`config.mk`:
```
export PLATFORM = sky130hd
export DESIGN_NAME = uart_mult_byte_tx
export DESIGN_NICKNAME = d
export VERILOG_FILES = /design/src/rtl/uart_mult_byte_tx.sv
export SDC_FILE = /design/constraint.sdc
export NUM_CORES = 1
export LEC_CHECK = 0
export BUFFER_PORTS_ARGS = -buffer_cell sky130_fd_sc_hd__buf_2
export CAP_MARGIN = 30
export CORE_UTILIZATION = 46
export CTS_CLUSTER_SIZE = 20
export DETAILED_ROUTE_END_ITERATION = 10
export HOLD_SLACK_MARGIN = 0.05
export PLACE_DENSITY_LB_ADDON = 0.05
export SYNTH_ARGS = -nofsm -noshare
export SYNTH_HDL_FRONTEND = slang
export SYNTH_SLANG_ARGS = --single-unit
```
`constraint.sdc`:
```
create_clock -name sys_clk -period 9.87 [get_ports sys_clk]
set_clock_uncertainty 0.15 [all_clocks]
set_input_delay 1.974 -clock sys_clk [delete_from_list [all_inputs] [get_ports sys_clk]]
set_output_delay 1.974 -clock sys_clk [all_outputs]
set_load 0.02 [all_outputs]
```
`src/rtl/uart_mult_byte_tx.sv`:
```
// Multi-byte UART transmitter: sends HEADER, length, payload and an 8-bit
// additive checksum (length + payload, mod 256) as back-to-back 8N1 bytes.
module uart_mult_byte_tx #(
  parameter int         CLK_FREQ  = 50_000_000,
  parameter int         UART_BPS  = 115200,
  parameter int         MAX_BYTES = 12,
  parameter logic [7:0] HEADER    = 8'hA5
) (
  input  logic                   sys_clk,
  input  logic                   sys_rst_n,
  input  logic                   tx_start,
  input  logic [3:0]             tx_len,
  input  logic [8*MAX_BYTES-1:0] tx_payload,
  output logic                   uart_txd,
  output logic                   tx_busy,
  output logic                   tx_byte_done,
  output logic                   tx_done,
  output logic                   tx_err
);

  localparam int               BPS_CNT   = CLK_FREQ / UART_BPS;
  localparam int               CNT_W     = (BPS_CNT > 1) ? $clog2(BPS_CNT) : 1;
  localparam logic [CNT_W-1:0] BAUD_LAST = CNT_W'(BPS_CNT - 1);
  localparam logic [CNT_W-1:0] BAUD_PRE  = CNT_W'(BPS_CNT - 2);
  localparam logic [CNT_W-1:0] BAUD_ONE  = CNT_W'(1);
  localparam logic [3:0]       MAX_LEN   = 4'(MAX_BYTES);
  localparam logic [3:0]       STOP_IDX  = 4'd9;

  typedef enum logic [2:0] {S_IDLE, S_HDR, S_LEN, S_PAY, S_CSUM} frame_state_e;

  function automatic logic [7:0] pick_byte(input logic [8*MAX_BYTES-1:0] p,
                                           input logic [3:0]             idx);
    logic [8*MAX_BYTES-1:0] sh;
    sh = p >> {idx, 3'b000};
    return sh[7:0];
  endfunction

  function automatic logic [7:0] csum_add(input logic [7:0] acc, input logic [7:0] b);
    return acc + b;
  endfunction

  frame_state_e           state_q;
  logic [CNT_W-1:0]       baud_q;
  logic [3:0]             bit_q;
  logic [7:0]             byte_q;
  logic [3:0]             len_q;
  logic [3:0]             pay_idx_q;
  logic [7:0]             csum_q;
  logic [8*MAX_BYTES-1:0] payload_q;
  logic                   txd_q;
  logic                   busy_q;
  logic                   byte_done_q;
  logic                   done_q;
  logic                   err_q;

  logic       bit_end_s;
  logic       pre_end_s;
  logic       stop_s;
  logic       len_bad_s;
  logic [7:0] first_pay_s;
  logic [7:0] next_pay_s;

  assign bit_end_s   = (baud_q == BAUD_LAST);
  assign pre_end_s   = (baud_q == BAUD_PRE);
  assign stop_s      = (bit_q == STOP_IDX);
  assign len_bad_s   = (tx_len == 4'd0) || (tx_len > MAX_LEN);
  assign first_pay_s = pick_byte(payload_q, 4'd0);
  assign next_pay_s  = pick_byte(payload_q, pay_idx_q + 4'd1);

  // Frame and byte sequencing; bit 0 is the start bit, 1..8 data, 9 stop.
  always_ff @(posedge sys_clk or negedge sys_rst_n) begin
    if (!sys_rst_n) begin
      state_q     <= S_IDLE;
      baud_q      <= '0;
      bit_q       <= 4'd0;
      byte_q      <= 8'h00;
      len_q       <= 4'd0;
      pay_idx_q   <= 4'd0;
      csum_q      <= 8'h00;
      payload_q   <= '0;
      txd_q       <= 1'b1;
      busy_q      <= 1'b0;
      byte_done_q <= 1'b0;
      done_q      <= 1'b0;
      err_q       <= 1'b0;
    end else begin
      byte_done_q <= 1'b0;
      done_q      <= 1'b0;
      err_q       <= 1'b0;
      case (state_q)
        S_IDLE: begin
          txd_q <= 1'b1;
          if (tx_start) begin
            if (len_bad_s) begin
              err_q <= 1'b1;
            end else begin
              state_q   <= S_HDR;
              len_q     <= tx_len;
              payload_q <= tx_payload;
              csum_q    <= 8'h00;
              byte_q    <= HEADER;
              bit_q     <= 4'd0;
              baud_q    <= '0;
              pay_idx_q <= 4'd0;
              txd_q     <= 1'b0;
              busy_q    <= 1'b1;
            end
          end
        end
        S_HDR, S_LEN, S_PAY, S_CSUM: begin
          // Pulses are set one cycle early so they coincide with the stop bit's last cycle.
          if (stop_s && pre_end_s) begin
            byte_done_q <= 1'b1;
            done_q      <= (state_q == S_CSUM);
          end
          if (!bit_end_s) begin
            baud_q <= baud_q + BAUD_ONE;
          end else begin
            baud_q <= '0;
            if (!stop_s) begin
              bit_q <= bit_q + 4'd1;
              txd_q <= (bit_q == 4'd8) ? 1'b1 : byte_q[bit_q[2:0]];
            end else begin
              bit_q <= 4'd0;
              txd_q <= 1'b0;
              case (state_q)
                S_HDR: begin
                  state_q <= S_LEN;
                  byte_q  <= {4'h0, len_q};
                  csum_q  <= csum_add(csum_q, {4'h0, len_q});
                end
                S_LEN: begin
                  state_q   <= S_PAY;
                  pay_idx_q <= 4'd0;
                  byte_q    <= first_pay_s;
                  csum_q    <= csum_add(csum_q, first_pay_s);
                end
                S_PAY: begin
                  if (pay_idx_q == len_q - 4'd1) begin
                    state_q <= S_CSUM;
                    byte_q  <= csum_q;
                  end else begin
                    pay_idx_q <= pay_idx_q + 4'd1;
                    byte_q    <= next_pay_s;
                    csum_q    <= csum_add(csum_q, next_pay_s);
                  end
                end
                default: begin
                  state_q <= S_IDLE;
                  busy_q  <= 1'b0;
                  txd_q   <= 1'b1;
                end
              endcase
            end
          end
        end
        default: begin
          state_q <= S_IDLE;
          busy_q  <= 1'b0;
          txd_q   <= 1'b1;
        end
      endcase
    end
  end

  assign uart_txd     = txd_q;
  assign tx_busy      = busy_q;
  assign tx_byte_done = byte_done_q;
  assign tx_done      = done_q;
  assign tx_err       = err_q;

endmodule

```
After elaboration in Yosys (flattened, before gate mapping) --
Cells that the tools add are included. W data, S select, Z words.
Cells by class: magnitude comparators 2, bitwise gates (word level) 1, $add $sub $neg 7, mux-type cells 56, equality and inequality tests 18, reductions and logical operators 15, shift operators 1
Operators by type and width (count):
- $shr A96 B7 Y8 | 1
- $mux W8 | 10
- $pmux W8 S3 | 2
- $pmux W8 S2 | 2
- $mux W4 | 7
- $mux W9 | 3
- $pmux W4 S2 | 3
- $eq A9 B9 Y1 const B | 2
- $mux W1 | 18
- $pmux W9 S2 | 1
- $add A8 B8 Y8 | 2
- $mux W3 | 5
- $reduce_and A7 Y1 | 2
- $ne A2 B2 Y1 const B | 5
- $reduce_and A5 Y1 | 2
- $add A9 B1 Y9 const B | 1
- $ne A3 B3 Y1 const B | 3
- $pmux W3 S3 | 1
- $add A4 B1 Y4 const B | 2
- $add A8 B4 Y8 | 1
- $eq A4 B4 Y1 const B | 2
- $eq A3 B2 Y1 const B | 2
- $pmux W3 S2 | 1
- $reduce_and A3 Y1 | 2
- other kinds (19) | 20
Storage, ports and cells: register bits 141, output and inout bits 5, logic and storage cells 113, bits of input ports 103

Depth between registers and ports, before layout --
Gate-level depths: netlist of the first run.
depth in word-level cells 8, depth in mapped cells 17

Worst setup path before layout of the first run --
Ideal clock, no wire load.
path kind register -> register, start register pay_idx_q[0], end register csum_q[6], slack 6193 ps, cell stages (with the launch flop) 18, data required time 9610 ps, arrival time 3417 ps, library setup time 110 ps, path through dfrtp_1 ha_1 buf_2 clkbuf_1 mux4_2 mux2i_1 o21ai_0 mux2i_1 o21ai_0 ha_1 inv_1 fa_1 nor2b_1 o21ai_0 a21boi_0 o21a_1 nor3_1 o41ai_1
On the way: word-level cells in the longest chain between the ends 8
RTL lines:
- start: declaration | line 47 | logic [3:0] pay_idx_q;
- start signal: assignment | line 143 | pay_idx_q <= pay_idx_q + 4'd1;
- $add A4 B1 Y4 | line 68 | assign next_pay_s = pick_byte(payload_q, pay_idx_q + 4'd1);
- $shr A96 B7 Y8 | line 34 | sh = p >> {idx, 3'b000};
- $add A8 B8 Y8 | line 39 | return acc + b;
- $mux W8 | line 139 | if (pay_idx_q == len_q - 4'd1) begin
- $pmux W8 S3 | line 126 | case (state_q)
- $mux W8 | line 120 | if (!stop_s) begin
- $mux W8 | line 116 | if (!bit_end_s) begin
- $pmux W8 S2 | line 90 | case (state_q)
- end signal: assignment | line 130 | csum_q <= csum_add(csum_q, {4'h0, len_q});
- end signal: assignment | line 136 | csum_q <= csum_add(csum_q, first_pay_s);
- end signal: assignment | line 145 | csum_q <= csum_add(csum_q, next_pay_s);
- end: declaration | line 48 | logic [7:0] csum_q;
Parallel ways exist; a longest one is shown, timed or not. The select of a mux whose other input is x is not followed. A chain may end at the register's enable or synchronous reset.

Final worst setup path of the first run --
Ends and elaborated chain as after synthesis.

==> results of run 1 <==
-- kinds of logic (layout without fill, tap and decap cells) --
family,count (synthesis),count (layout),synth area share [%]
mux,141,141,25.3
flops,141,141,48.2
simple gates,124,124,8.74
xor+xnor,14,14,1.93
fa+ha+maj,13,13,2.32
compound gates,115,115,10.2
buf+inv,51,162,3.33
-- metal layers --
metal  share of wire, %  vias to the layer above
li1                   -                     2411
met1                 44                     2564
met2                 48                      150
met3                5.2                       25
met4                2.5                        0
met5                  0                        -
-- per-stage QoR --
step                      hold slack, ns  std cells  setup slack [ns]
after floorplan                    0.293        599              6.19
after global placement             0.312        888              4.90
after detailed placement           0.326        889              5.17
after CTS                          0.339        921              5.26
after global routing               0.362        921              4.97
final                              0.337        921              5.31
-- synth_stat cells, drive strengths merged, types with 3 or more instances --
| library cell | n |
|---|---|
| dfrtp | 140 |
| mux2 | 102 |
| o21ai | 45 |
| nand2 | 42 |
| nor2 | 27 |
| mux4 | 25 |
| buf | 24 |
| a21oi | 19 |
| inv | 17 |
| mux2i | 14 |
| ha | 12 |
| clkbuf | 10 |
| xnor2 | 10 |
| nor3 | 9 |
| nand3 | 8 |
| nand2b | 6 |
| nand4 | 6 |
| o21a | 6 |
| o31ai | 6 |
| o41ai | 6 |
| a21o | 5 |
| nor2b | 5 |
| a221oi | 4 |
| or3 | 4 |
| xor2 | 4 |
| a211o | 3 |
| a222oi | 3 |
| nor4 | 3 |
| o21bai | 3 |
| or2 | 3 |
-- layout make-up --
cell class                      instances  area, sq um
Multi-Input combinational cell        407         3560
Sequential cell                       141         3530
Tap cell                              211          264
Timing Repair Buffer                  113          599
Clock inverter                         14          121
Clock buffer                           18          439
Inverter                               17         63.8
Fill cell                            1328         6790
-- registers in the layout, indices dropped and copies added (netlist names) --
register      cells
tx_busy           1
baud_q            9
len_q             4
tx_err            1
uart_txd          1
tx_byte_done      1
csum_q            8
state_q           3
bit_q             4
payload_q        96
pay_idx_q         4
tx_done           1
byte_q            8
-- final timing paths --
check / slack, ns / cells past startpoint / end
max in group asynchronous: 6.78 / 2 / pay_idx_q[0]$_DFFE_PN0P_
min: 0.34 / 2 / byte_q[7]$_DFFE_PN0P_
max: 5.31 / 16 / csum_q[6]$_DFFE_PN0P_
min in group asynchronous: 1.44 / 1 / csum_q[3]$_DFFE_PN0P_
max reg2reg: 5.31 / 16 / csum_q[6]$_DFFE_PN0P_
min reg2reg: 0.34 / 2 / byte_q[7]$_DFFE_PN0P_
-- cells in the final DEF (no fill, tap or decap), drive strengths merged, types with 8 or more instances in the layout --
master	count
nand3	8
nand2	42
inv	26
clkbuf	18
ha	12
mux2i	14
o21ai	45
buf	113
nor2	27
nor3	9
mux4	25
xnor2	10
a21oi	19
dfrtp	140
mux2	102
-- worst max-delay path: cells and delay by family (launching register included) --
kind	cells	cell delay [ns]
AOI/OAI and AO/OA	6	1.37
adders and majority gates	3	1.24
buffers and inverters	2	0.41
DFF	1	0.59
muxes	3	0.47
and+or+nand+nor	2	0.21
-- power groups by stage --
stage                     Sequential, uW  Combinational, uW  Clock (uW)
after floorplan                      895                481           0
after global routing                 988                657         647
final                                960                598         612
after detailed placement             968                599           0
after global placement               955                584           0
after CTS                            958                604         624
==> metrics.txt, run 1 <==
status=completed; RSZ-0062 raised after global routing=false; Post-synth EDFFs=0; Die W=128 microns; Post-Syn Nets=715; worst skew pair latency=0.42 ns; most common flop cell mapped by yosys=dfrtp_1; async set-reset flop share out of synthesis=100%; CP Cell Sequence=ha_1 -> buf_4 -> mux4_2 -> mux2i_1 -> o21ai_0 -> mux2i_1 -> o21ai_0 -> ha_1 -> inv_1 -> fa_1 -> nor2b_1 -> o21ai_0 -> a21boi_0 -> o21a_1 -> nor3_1 -> o41ai_1; post-CTS setup repair buffer count=0; met3 Use GR=4.67%; #FFs+latches synth=141; hold violation count in the final report=0; sequential power share=44.2%; Post-Syn Instances=599; Yosys Warn Count=0; cts repair resizes=0; clk buf depth=2; Slew headroom=33.7%; worst-path maximum fanout=16; number of routed nets with antenna violations=0; grt peak-use layer=met2; placed inst area=8020 sq um; vias in the first global route=5105; sum of negative setup slack=0 ns; CTS tree=built; GRT Overall Usage=22.6%; Power Dens Cells=253 nW/um^2; Critical R2R Launch=pay_idx_q[0]$_DFFE_PN0P_; Hold Path Class=register to register; input/output buffers=107; max capacitance violation total=0; area grow syn2layout=17.1%; LEAKAGE=0.00374 uW; peak supply drop=0.000138 V; nature of the critical path startpoint=register; Max stage delay on crit path=0.66 ns; Sw Pwr=703 uW; fin nets=813; met2 Use GR=36.0%; die area=16400 sq um; drt via density=5.59; Critical-path top delay cell=ha_1; Final HPWL DP=12.4 mm; Hold Startpoint=byte_q[7]$_DFFE_PN0P_; clock network fraction of total power=28.2%; gp weighted congestion=0.891; sequential area share after synthesis=48.2%; drt first pass iters=6; fin. max-slew vios=0; IO Count=108; Worst EP required=10.02 ns; H-tree levels=4; Distinct cells, synth=61; Avg Cell Area, Syn=12.2 sq um; Root Driver=clkbuf_16; hold buffers post-CTS=0; utilization after layout=55.8%; fin crit share=46.2%; Starting Density=47.7%; first-pass GRT wire length=27.6 mm; Synth area leader=dfrtp_1; die height=128 microns; final number of setup-violating endpoints=0; TritonCTS buffer count=17; Crit path top cell by count=o21ai_0; Detailed Route Iter0 Violations=307; synth top area cells=dfrtp_1 48%, mux2_2 16%, mux4_2 7.7%; combinational share of power=27.6%; layout cells sized above 1=40.3%; Remaining DRCs=0; switching share of power=32.4%; CTS clk-pin slew, worst paths=0.06 ns; M1 GR Usage=30.2%; row count=45; Worst Setup SP=pay_idx_q[0]$_DFFE_PN0P_; crit path kind=register to register; total number of vias=5150; initial antenna violation count=0; Core ar.=15400 sq um; Final Routed Wirelength=17.3 mm; fin crit period=4.56 ns; Overflow after GRT=0; Worst EP arrival=4.71 ns; post-synth top area share=47.8%; Worst-Margin Slew=0.995 ns; P_int=1470 uW; Design Area, Final=8580 sq um; FMAX=0.219 GHz; mapped cell area=7330 sq um; Antenna diodes=0; clock sink count=141; element type at the critical path end=register; Wirelength per Cell=18.8 microns; largest net degree at the start of global routing=80; total power=2170 uW
Note: power is estimated with default switching activity, not from simulation.
==> run 2, diff against run 1 <==
==> constraint.sdc (replaced) <==
create_clock -name sys_clk -period 3.9 [get_ports sys_clk]
set_clock_uncertainty 0.15 [all_clocks]
set_input_delay 0.78 -clock sys_clk [delete_from_list [all_inputs] [get_ports sys_clk]]
set_output_delay 0.78 -clock sys_clk [all_outputs]
set_load 0.02 [all_outputs]
==> run 2 against run 1 <==
Maximum frequency increased by 26%. Worst hold slack lost 0.041 ns. Design area grew 1.5%. Non-clock buffer count is 15 higher. Clock power grew 140%.
==> metrics.txt, run 2 (same netlist as run 1, synthesis figures left out) <==
input/output buffers=107 (unchanged); gp weighted congestion=0.876 (-1.6%); Critical-path top delay cell=dfrtp_1; LEAKAGE=0.00382 uW (+1.9%); setup ws final=0.295 ns (-5.02 ns); worst-path maximum fanout=8 (-8); max reg flops=96 (unchanged); most common cell after layout, fill and taps aside=dfrtp_1; Core ar.=15400 sq um (unchanged); die area=16400 sq um (unchanged); area grow syn2layout=18.8%; grt peak-use layer=met2; Starting Density=47.7% (unchanged); sum of negative setup slack=0 ns (unchanged); largest net degree at the start of global routing=92 (+15%); Crit path top cell by count=o21ai_0; status=completed; fin nets=828 (+1.8%); R2R Setup Slk=0.29 ns (-5.02 ns); Finished Layout Cells=934 (+1.4%); max capacitance violation total=0 (unchanged); met2 Use GR=36.5% (+0.51 points); Power Dens Cells=622 nW/um^2 (+150%); fin. max-slew vios=0 (unchanged); number of routed nets with antenna violations=0 (unchanged); CTS clk-pin slew, worst paths=0.06 ns (about the same); Die W=128 microns (unchanged); Worst-Margin Slew=0.866 ns (-0.129 ns); first-pass GRT wire length=27.8 mm (+0.83%); H-tree levels=4 (unchanged); Detailed Route Iter0 Violations=273 (-11%); P_int=3690 uW (+150%); layout cells sized above 1=41.4% (+1.1 points); largest register by flop count=payload_q; clk buf depth=2 (unchanged); post-CTS setup repair buffer count=0 (unchanged); IO Count=108 (unchanged); drt via density=5.49 (-1.8%); Slew headroom=41.9% (+8.2 points); row count=45 (unchanged); FMAX=0.277 GHz (+26%); Worst EP arrival=3.77 ns (-0.94 ns); biggest regs=payload_q: 96 flops, baud_q: 9 flops; crit path kind=register to register; worst skew pair latency=0.42 ns (about the same); total number of vias=5128 (-0.43%); Max stage delay on crit path=0.46 ns (-0.20 ns); highest-count cells in the layout ignoring fill and taps=139 x dfrtp_1, 106 x buf_2, 102 x mux2_2; Overflow after GRT=0 (unchanged); met3 Use GR=5.43% (+0.75 points); nature of the critical path startpoint=register; Setup WS pre-CTS=0.116 ns (-5.06 ns); CP Cell Sequence=ha_4 -> mux4_2 -> mux2i_1 -> o21ai_0 -> mux2i_1 -> o21ai_0 -> ha_1 -> inv_1 -> fa_1 -> nor2b_1 -> o21ai_0 -> a21boi_0 -> o21a_1 -> nor3_1 -> o41ai_1; clock sink count=141 (unchanged); GRT Overall Usage=22.4% (-0.12 points); Inst Count DP=904 (+1.7%); clock network fraction of total power=26.8% (-1.4 points); switching share of power=32.0% (-0.43 points); peak supply drop=0.000408 V (+200%); initial antenna violation count=0 (unchanged); Hold Path Class=input port to async pin; Sw Pwr=1730 uW (+150%); Final Routed Wirelength=17.3 mm (about the same); drt first pass iters=5 (-1); vias in the first global route=5258 (+3.0%); die height=128 microns (unchanged); final number of setup-violating endpoints=0 (unchanged); CTS tree=built; combinational share of power=28.3% (+0.7 points); TritonCTS buffer count=17 (unchanged); sequential power share=44.9% (+0.7 points); M1 GR Usage=29.7% (-0.45 points); Remaining DRCs=0 (unchanged); RSZ-0062 raised after global routing=false; element type at the critical path end=register; Antenna diodes=0 (unchanged); Final HPWL DP=12.7 mm (+2.3%); Root Driver=clkbuf_16; fin crit period=3.61 ns (-0.953 ns); fin crit share=92.4% (+46 points); Wirelength per Cell=18.5 microns (-1.4%); Worst EP required=4.06 ns (-5.96 ns); hold violation count in the final report=0 (unchanged)
## run 2: changes by cell type in the layout (fill, tap and decap cells not counted), sizes merged
cell      before  now
buf          113  128
clkinvlp       2    4
clkbuf        18   17
inv           26   20
clkinv         3    6
## run 2: timing repair
action	in CTS	in global routing
setup endpoints to repair	0	1
endpoints found under the hold margin	0	0
gates resized for setup	0	2
hold buffers	0	0
## run 2: area by class of cell
type / count / area [sq um]
clock inverters: 13 / 96.3
flip-flops and latches: 141 / 3530
inverters: 17 / 63.8
multi-input cells: 407 / 3570
well taps: 211 / 264
clock buffers: 17 / 425
repair buffers: 128 / 762
fillers: 1325 / 6660
## run 2: path summary, 6_finish.rpt
check / start / to / depth (start not counted)
min reg2reg: byte_q[0]$_DFFE_PN0P_ / byte_q[0]$_DFFE_PN0P_ / 2
max in group asynchronous: sys_rst_n / payload_q[11]$_DFFE_PN0P_ / 2
min: sys_rst_n / payload_q[94]$_DFFE_PN0P_ / 1
max reg2reg: pay_idx_q[1]$_DFFE_PN0P_ / csum_q[6]$_DFFE_PN0P_ / 15
max: pay_idx_q[1]$_DFFE_PN0P_ / csum_q[6]$_DFFE_PN0P_ / 15
min in group sys_clk: byte_q[0]$_DFFE_PN0P_ / byte_q[0]$_DFFE_PN0P_ / 2
## run 2: through the flow
stage	area, sq um	utilization (%)	hold WS [ns]	total power, uW
after CTS	8700	56.6	0.333	5460
after detailed placement	8180	53.2	0.325	3990
after floorplan	7330	-	0.293	3480
after global placement	8180	53.2	0.313	3930
final	8710	56.7	0.297	5420
after global routing	8710	56.7	0.361	5750
## run 2: worst max-delay path: cells and delay by family (launching register included)
| family | cells | cell delay, ns |
|---|---|---|
| AO/OA/AOI/OAI | 6 | 1.29 |
| adder cells (fa/ha/maj) | 3 | 0.94 |
| buffers and inverters | 1 | 0.06 |
| AND/OR/NAND/NOR | 2 | 0.21 |
| multiplexers | 3 | 0.39 |
| flip-flops | 1 | 0.46 |
## run 2: power groups by stage
stage / sequential, uW / clock, uW / combinational [uW]
4_1_cts: 2430 / 1480 / 1550
2_1_floorplan: 2260 / 0 / 1220
5_1_grt: 2510 / 1550 / 1690
6_report: 2430 / 1450 / 1530
3_3_place_gp: 2430 / 0 / 1500
3_5_place_dp: 2450 / 0 / 1540
## run 2: per-layer routing
layer  wire length, microns  part of all wire (%)
met4                    240                   1.4
met2                   8520                    49
met3                    886                   5.1
met5                      0                     0
met1                   7660                    44
